===== src/rtl/serial_adder_ctrl.sv =====
// Purpose : bit-serial WIDTH-bit adder; operands are fed LSB-first through one full-adder cell.
// Latency : out_valid_o rises WIDTH edges after the accept edge; one operation per WIDTH+2 cycles at best.
// Backpr. : the result is held in DONE for as long as out_ready_i stays low; in_ready_o is high only in IDLE.
// Option  : define SERIAL_ADDER_SUB_EN to add the sub_i port (A - B by inverting B and forcing carry-in).

// Single-bit full-adder cell.
module fa (
  input  logic a_i,
  input  logic b_i,
  input  logic cin_i,
  output logic s_o,
  output logic Cout_o
);
  assign s_o    = a_i ^ b_i ^ cin_i;
  assign Cout_o = (a_i & b_i) | (cin_i & (a_i ^ b_i));
endmodule

module serial_adder_ctrl #(
  parameter int WIDTH = 8
) (
  input  logic             clk_i,
  input  logic             rst_i,
  input  logic             in_valid_i,
  output logic             in_ready_o,
  input  logic [WIDTH-1:0] a_i,
  input  logic [WIDTH-1:0] b_i,
  input  logic             cin_i,
`ifdef SERIAL_ADDER_SUB_EN
  input  logic             sub_i,
`endif
  output logic             out_valid_o,
  input  logic             out_ready_i,
  output logic [WIDTH-1:0] sum_o,
  output logic             cout_o,
  output logic             ovf_o,
  output logic             busy_o
);

  localparam int CW = (WIDTH > 1) ? $clog2(WIDTH) : 1;
  localparam logic [CW-1:0] LAST_BIT = CW'(WIDTH - 1);

  typedef enum logic [1:0] {IDLE, RUN, DONE} state_e;

  state_e           state_q, state_d;
  logic [WIDTH-1:0] a_q, a_d;
  logic [WIDTH-1:0] b_q, b_d;
  logic [WIDTH-1:0] sum_q, sum_d;
  logic [CW-1:0]    cnt_q, cnt_d;
  logic             carry_q, carry_d;
  logic             cout_q, cout_d;
  logic             ovf_q, ovf_d;
  logic             vld_q, vld_d;
  logic             busy_q, busy_d;

  logic             fa_s;
  logic             fa_c;
  logic [WIDTH-1:0] b_load;
  logic             cin_load;

  // Operand conditioning at load: subtraction is A + ~B + 1.
`ifdef SERIAL_ADDER_SUB_EN
  assign b_load   = sub_i ? ~b_i : b_i;
  assign cin_load = sub_i | cin_i;
`else
  assign b_load   = b_i;
  assign cin_load = cin_i;
`endif

  fa u_fa (
    .a_i    (a_q[0]),
    .b_i    (b_q[0]),
    .cin_i  (carry_q),
    .s_o    (fa_s),
    .Cout_o (fa_c)
  );

  assign in_ready_o  = (state_q == IDLE);
  assign out_valid_o = vld_q;
  assign busy_o      = busy_q;
  assign sum_o       = sum_q;
  assign cout_o      = cout_q;
  assign ovf_o       = ovf_q;

  // Next-state and datapath update for the IDLE/RUN/DONE sequence.
  always_comb begin
    state_d = state_q;
    a_d     = a_q;
    b_d     = b_q;
    sum_d   = sum_q;
    cnt_d   = cnt_q;
    carry_d = carry_q;
    cout_d  = cout_q;
    ovf_d   = ovf_q;
    vld_d   = vld_q;
    busy_d  = busy_q;
    unique case (state_q)
      IDLE: begin
        if (in_valid_i) begin
          a_d     = a_i;
          b_d     = b_load;
          carry_d = cin_load;
          cnt_d   = '0;
          sum_d   = '0;
          busy_d  = 1'b1;
          state_d = RUN;
        end
      end
      RUN: begin
        // Result bits enter at the MSB so the first bit ends up in bit 0.
        sum_d   = {fa_s, sum_q[WIDTH-1:1]};
        carry_d = fa_c;
        a_d     = a_q >> 1;
        b_d     = b_q >> 1;
        cnt_d   = cnt_q + CW'(1);
        if (cnt_q == LAST_BIT) begin
          // carry_q is the carry into the MSB while the last bit is processed.
          cnt_d   = '0;
          cout_d  = fa_c;
          ovf_d   = carry_q ^ fa_c;
          vld_d   = 1'b1;
          busy_d  = 1'b0;
          state_d = DONE;
        end
      end
      DONE: begin
        if (out_ready_i) begin
          vld_d   = 1'b0;
          state_d = IDLE;
        end
      end
      default: begin
        state_d = IDLE;
      end
    endcase
  end

  // State and datapath registers; reset discards any operation in flight.
  always_ff @(posedge clk_i or posedge rst_i) begin
    if (rst_i) begin
      state_q <= IDLE;
      a_q     <= '0;
      b_q     <= '0;
      sum_q   <= '0;
      cnt_q   <= '0;
      carry_q <= 1'b0;
      cout_q  <= 1'b0;
      ovf_q   <= 1'b0;
      vld_q   <= 1'b0;
      busy_q  <= 1'b0;
    end else begin
      state_q <= state_d;
      a_q     <= a_d;
      b_q     <= b_d;
      sum_q   <= sum_d;
      cnt_q   <= cnt_d;
      carry_q <= carry_d;
      cout_q  <= cout_d;
      ovf_q   <= ovf_d;
      vld_q   <= vld_d;
      busy_q  <= busy_d;
    end
  end

endmodule


===== config.mk =====
export PLATFORM = sky130hd
export DESIGN_NAME = serial_adder_ctrl
export DESIGN_NICKNAME = d
export VERILOG_FILES = /design/src/rtl/serial_adder_ctrl.sv
export SDC_FILE = /design/constraint.sdc
export NUM_CORES = 1
export LEC_CHECK = 0
export CAP_MARGIN = 40
export CORE_MARGIN = 3
export CORE_UTILIZATION = 45
export CTS_CLUSTER_SIZE = 25
export DETAILED_ROUTE_END_ITERATION = 8
export PLACE_DENSITY = 0.78
export SYNTH_ARGS = -nofsm -noshare
export SYNTH_HDL_FRONTEND = slang
export SYNTH_HIERARCHICAL = 1
export SYNTH_SLANG_ARGS = --single-unit

===== constraint.sdc =====
create_clock -name clk_i -period 1.9 [get_ports clk_i]
set_clock_uncertainty 0.05 [all_clocks]
set_input_delay 0.38 -clock clk_i [delete_from_list [all_inputs] [get_ports clk_i]]
set_output_delay 0.38 -clock clk_i [all_outputs]
set_load 0.01 [all_outputs]

==> impl_metrics.toml, run 1 <==
[finish]
n_antenna_cell = 0
syn2layout_area_growth_pct = 28.3
utilization_pct = 62.1
drive_gt1_share_pct = 10.3
layout.nets = 200
fill_cells = 288

[global_routing]
grt_antenna_before_repair = 0
overflow = 0
grt_max_degree = 35
first_global_vias = 1167
track_usage_pct = 16.5
grt_pass1_wl_um = 5250

[sta]
relSlewSlack_pct = 67.3
finalSetupTns_ns = 0
slew_violations = 0
hold_violations = 0
fin_crit_ns = 1.74
rsz0062_at_grt = "false"
fin_crit_sh_pct = 91.6
setup_violations = 0
fmax_mhz = 575
holdWs_ns = 0.386
tightest_slew_ns = 0.491
finalWorstSetupSlack_ns = 0.160

[detailed_routing]
avgViaCountPerCell = 5.34
firstDrtPassIters = 4
route.detailed.drc = 0
drt_iter0_markers = 82
antenna_left = 0
num_vias = 1169
wl_per_cell_um = 14.1
wirelength_um = 3090

[setup_path]
path_class = "reg2out"
startpoint_type = "flop"
crit_required_ns = 1.47
cp.arrival_ns = 1.31
cp_slowest_stage_delay_ns = 0.38
worstPathCellList = "or2_1 > inv_1 > dlygate4sd2_1"
crit_path_top_delay_cell = "dfrtp_1"
endpoint_kind = "primary output"
cp_max_fo = 3

[power_and_ir_drop]
internal_power_uw = 1870
power_frac_clock_pct = 12.3
finalPower_uw = 2910
p_sw_share_pct = 35.6
cellLeakagePower_uw = 0.000831
combPwrFrac_pct = 44.9
peakVddDrop_v = 0.000719
power_density_nw_per_um2 = 1500
p_sw_uw = 1040
p_seq_share_pct = 42.9

[synth]
syn_area_um2 = 1510
postSynthCellCount = 136
synth_warnings = 6
synth.distinct_cells = 26
yosysMostFrequentCell = "dfrtp_1"
syn_avg_cell_area_um2 = 11.1
yosysTopAreaCell = "dfrtp_1"
synth-async-reset-ratio_pct = 100
ys_seq_area_share_pct = 56.2
yosysTopAreaCellShare_pct = 56.2
synthTopCellsByCount = "dfrtp_1 (34), nor2_1 (31), a22o_1 (10)"
synth_edf_count = 0
synth_ff_type = "dfrtp_1"
syn_nets = 161
ys_seq_elements = 34
synth_area_leaders = "dfrtp_1 (56%), nor2_1 (7.7%), a22o_1 (5.8%)"

[clock_tree]
insertion_delay_ns = 0.33
cts_max_path_buffers = 2
clock-root-buffer = "clkbuf_4"
path_clk_slew_ns = 0.09
cts_tree = "built"
cts_setup_buffers = 0
cts_sinks = 34
cts_hold_buf = 0
numCtsBuffers = 5
htree_levels = 2

[job]
cap_violations = 0

[floorplan]
start_util_pct = 48.4
io_pins = 34
die_area_um2 = 4100
fp.coreArea_um2 = 3130
rows = 20
die_w_um = 64
die_h_um = 64

[placed_design]
portBuffers = 33
globalplace.congestion = 0.726
place_ws_ns = 0.101
dp_hpwl_um = 2270

[run_status]
status = "complete, no violations"

[worst_hold_path]
hp-class = "in2async"
## metal layers
layer / vias up / track usage [%] / part of all wire [%]
met4: 0 / 7.28 / 1.9
met2: 29 / 27.5 / 52
met1: 569 / 20.0 / 41
met5: - / 0 / 0
li1: 564 / - / -
met3: 7 / 4.39 / 4.8
## cell type report
type | instances | area (um^2) | share of cell area, %
flip-flops and latches | 34 | 851 | 43.8
well taps | 44 | 55.1 | 2.83
repair buffers | 41 | 389 | 20.0
inverters | 6 | 22.5 | 1.16
clock buffers | 7 | 45.0 | 2.32
multi-input cells | 87 | 581 | 29.9
## timing repair
item,in CTS,in global routing
endpoints found under the hold margin,0,0
setup endpoints to repair,1,0
gates resized for setup,1,0
## sequential cells by signal, summed over array words and instances (netlist names)
name and flops:
a_q 8, b_q 8, busy_o 1, carry_q 1
cnt_q 3, cout_o 1, out_valid_o 1, ovf_o 1
state_q 2, sum_o 8
## final timing paths
check | from | endpoint | slack (ns) | cells past startpoint
worst max register to register | state_q[0] | ovf_o | 0.40 | 4
worst max-delay path | state_q[1] | in_ready_o | 0.16 | 3
worst min register to register | b_q[7] | b_q[7] | 0.45 | 1
min in group clk_i | b_q[7] | b_q[7] | 0.45 | 1
worst min-delay path | rst_i | ovf_o | 0.39 | 3
max in group asynchronous | rst_i | cnt_q[2] | 1.11 | 3
## power by group through the flow
stage	combinational, uW	sequential (uW)	clock (uW)
global route	1450	1290	404
CTS	1320	1250	370
floorplan	825	1270	0
detailed placement	1330	1260	0
finish	1300	1250	356
global placement	1250	1240	0
## metrics by stage
step | cells | instance area [um^2]
finish | 219 | 1940
global route | 219 | 1940
CTS | 219 | 1940
detailed placement | 212 | 1900
global placement | 212 | 1900
floorplan | 136 | 1510
## cells in the final DEF (no fill, tap or decap), drive strengths merged, types with 2 or more instances in the layout
cell type	synthesis	routed
dfrtp	34	34
clkdlybuf4s50	0	32
nor2	31	31
a22o	10	10
o32ai	10	10
buf	9	8
clkbuf	0	7
inv	6	6
nor3	5	5
a211oi	5	5
o21ai	4	4
nand2	3	3
ha	3	3
a32o	2	2
o31ai	2	2
a21oi	2	2
mux2	2	2
## cells by family after synthesis
group                      after synthesis  share of synthesized area [%]
DFF                                     34                           56.2
AOI/OAI and AO/OA                       37                           20.5
muxes                                    3                           2.15
xor gates and xnor gates                 1                          0.579
adders and majority gates                4                           3.80
and+or+nand+nor                         42                           11.3
buffers and inverters                   15                           5.45
## critical path: cells and delay by family, from the launching register on
family	cells	cell delay, ns
and+or+nand+nor	1	0.24
buffers and inverters	2	0.36
DFF	1	0.38
(Power assumes the default switching activity.)
==> run 2: changes to the inputs <==
Settings changed: CAP_MARGIN 40 to 20.
==> results of run 2 <==
No change in the layout: final DEF, timing and power equal those of run 1.
==> run 3: changes to the inputs <==
Settings changed: CORE_ASPECT_RATIO from default to 2, PLACE_DENSITY 0.78 to 0.77, SYNTH_HIERARCHICAL 1 to default.
==> impl_metrics.toml, run 3 <==
[setup_path]
path_buf_inv = 1
crit_family = "buffers and inverters"
startpoint_type = "flop"
cp_max_fo = 3
cp-startpoint = "sum_o[6]"
crit_path_top_delay_cell = "clkdlybuf4s50_1"
cp.arrival_ns = 1.21
crit_required_ns = 1.47
endpoint_kind = "primary output"
path_class = "reg2out"
r2r-start = "state_q[0]"
cp_slowest_stage_delay_ns = 0.55
worstPathCellList = "clkdlybuf4s50_1"
r2r_setup_slack_ns = 0.34

[synth]
syn_avg_cell_area_um2 = 11.3
ys_seq_elements = 34
postSynthCellCount = 139
syn_area_um2 = 1580
yosysTopAreaCell = "dfrtp_1"
synth-async-reset-ratio_pct = 100
synth_warnings = 0
yosysTopAreaCellShare_pct = 54.0
synth_area_leaders = "dfrtp_1 (54%), a22o_1 (5.0%), a32oi_1 (4.4%)"
yosysMostFrequentCell = "dfrtp_1"
synth.distinct_cells = 28
syn_nets = 164
ys_seq_area_share_pct = 54.0
synthTopCellsByCount = "dfrtp_1 (34), inv_1 (15), nor2_1 (12)"
synth_edf_count = 0
synth_ff_type = "dfrtp_1"

[sta]
setup_violations = 0
fin_crit_sh_pct = 86.4
slew_violations = 0
relSlewSlack_pct = 59.8
holdWs_ns = 0.431
fmax_mhz = 609
rsz0062_at_grt = "false"
hold_violations = 0
finalSetupTns_ns = 0
fin_crit_ns = 1.64
tightest_slew_ns = 0.603

[finish]
n_antenna_cell = 0
layout.nets = 199
final_cell_mix = "dfrtp_1 (34), clkdlybuf4s50_1 (32), inv_1 (15)"
fill_cells = 290
drive_gt1_share_pct = 11.4
final_common_cell = "dfrtp_1"
syn2layout_area_growth_pct = 27.1
fin_area_um2 = 2000

[job]
cap_violations = 0

[power_and_ir_drop]
peakVddDrop_v = 0.000911
power_density_nw_per_um2 = 1540
finalPower_uw = 3080
cellLeakagePower_uw = 0.000895

[floorplan]
die_area_um2 = 4290
fp.coreArea_um2 = 3270
rows = 29
start_util_pct = 48.3
io_pins = 34
die_h_um = 89.7
die_w_um = 47.9

[clock_tree]
numCtsBuffers = 5
insertion_delay_ns = 0.29
cts_tree = "built"
clock-root-buffer = "clkbuf_8"
htree_levels = 2
cts_sinks = 34
path_clk_slew_ns = 0.06
cts_setup_buffers = 0
cts_max_path_buffers = 2
cts_hold_buf = 0

[placed_design]
portBuffers = 33
dpl-instance-area_um2 = 1910
dp_hpwl_um = 2390
globalplace.congestion = 0.766

[detailed_routing]
route.detailed.drc = 0
firstDrtPassIters = 4
avgViaCountPerCell = 5.83
antenna_left = 0
drt_iter0_markers = 31
num_vias = 1201
wl_per_cell_um = 15.9
wirelength_um = 3270

[global_routing]
grt_max_degree = 35
track_usage_pct = 18.1
grt_antenna_before_repair = 0
overflow = 0
first_global_vias = 1273
grt_pass1_wl_um = 5660

[run_status]
status = "complete, no violations"

[worst_hold_path]
hp-class = "in2async"
run 3: cell count changes after synthesis, moves of 6 or more:
cell	before	now
a32oi_1	0	8
inv_1	6	15
nand3b_1	0	6
nor2_1	31	12
o21a_1	0	8
o32ai_1	8	0
run 3: kinds of logic (layout without fill, tap and decap cells):
family | Yosys count | in the layout | share of synthesized area, %
multiplexers | 1 | 1 | 0.635
flip-flops | 34 | 34 | 54.0
AO/OA/AOI/OAI | 46 | 46 | 23.8
buffers and inverters | 25 | 61 | 8.10
XOR/XNOR | 1 | 1 | 0.556
AND/OR/NAND/NOR | 28 | 28 | 9.29
adder cells (fa/ha/maj) | 4 | 4 | 3.65
run 3: stage by stage:
step,util [%],cells,setup WS (ns)
after floorplan,-,139,0.591
after global placement,58.5,198,-0.0101
after detailed placement,58.5,198,-0.0653
after CTS,61.3,206,0.0979
after global routing,61.4,206,0.195
final,61.4,206,0.258
run 3: cell type report:
type | count | area [um^2] | area share, %
Sequential cell | 34 | 851 | 42.4
Clock inverter | 1 | 5.00 | 0.250
Timing Repair Buffer | 38 | 367 | 18.3
Multi-Input combinational cell | 80 | 601 | 30.0
Tap cell | 31 | 38.8 | 1.94
Inverter | 15 | 56.3 | 2.81
Clock buffer | 7 | 86.3 | 4.31
run 3: final timing paths:
| kind | to | cells after the start |
|---|---|---|
| max in group asynchronous | cnt_q[2] | 3 |
| min reg2reg | ovf_o | 2 |
| max reg2reg | b_q[1] | 4 |
| min | b_q[5] | 3 |
| max | sum_o[6] | 1 |
| min in group clk_i | ovf_o | 2 |
run 3: where the power goes:
group	total, uW	internal [uW]	switching [uW]
clock network	543	292	251
registers	1240	1040	196
logic	1300	687	610
run 3: repair_timing:
item	4_1_cts	5_1_grt
setup endpoints to repair	1	5
gates resized for setup	1	1
pin swaps	0	0
run 3: routing by layer:
layer | vias up | track usage [%] | routed length (um)
met5 | - | 0 | 0
met4 | 0 | 8.76 | 80
met3 | 7 | 4.80 | 163
met2 | 36 | 30.4 | 1790
met1 | 588 | 19.2 | 1240
li1 | 570 | - | -
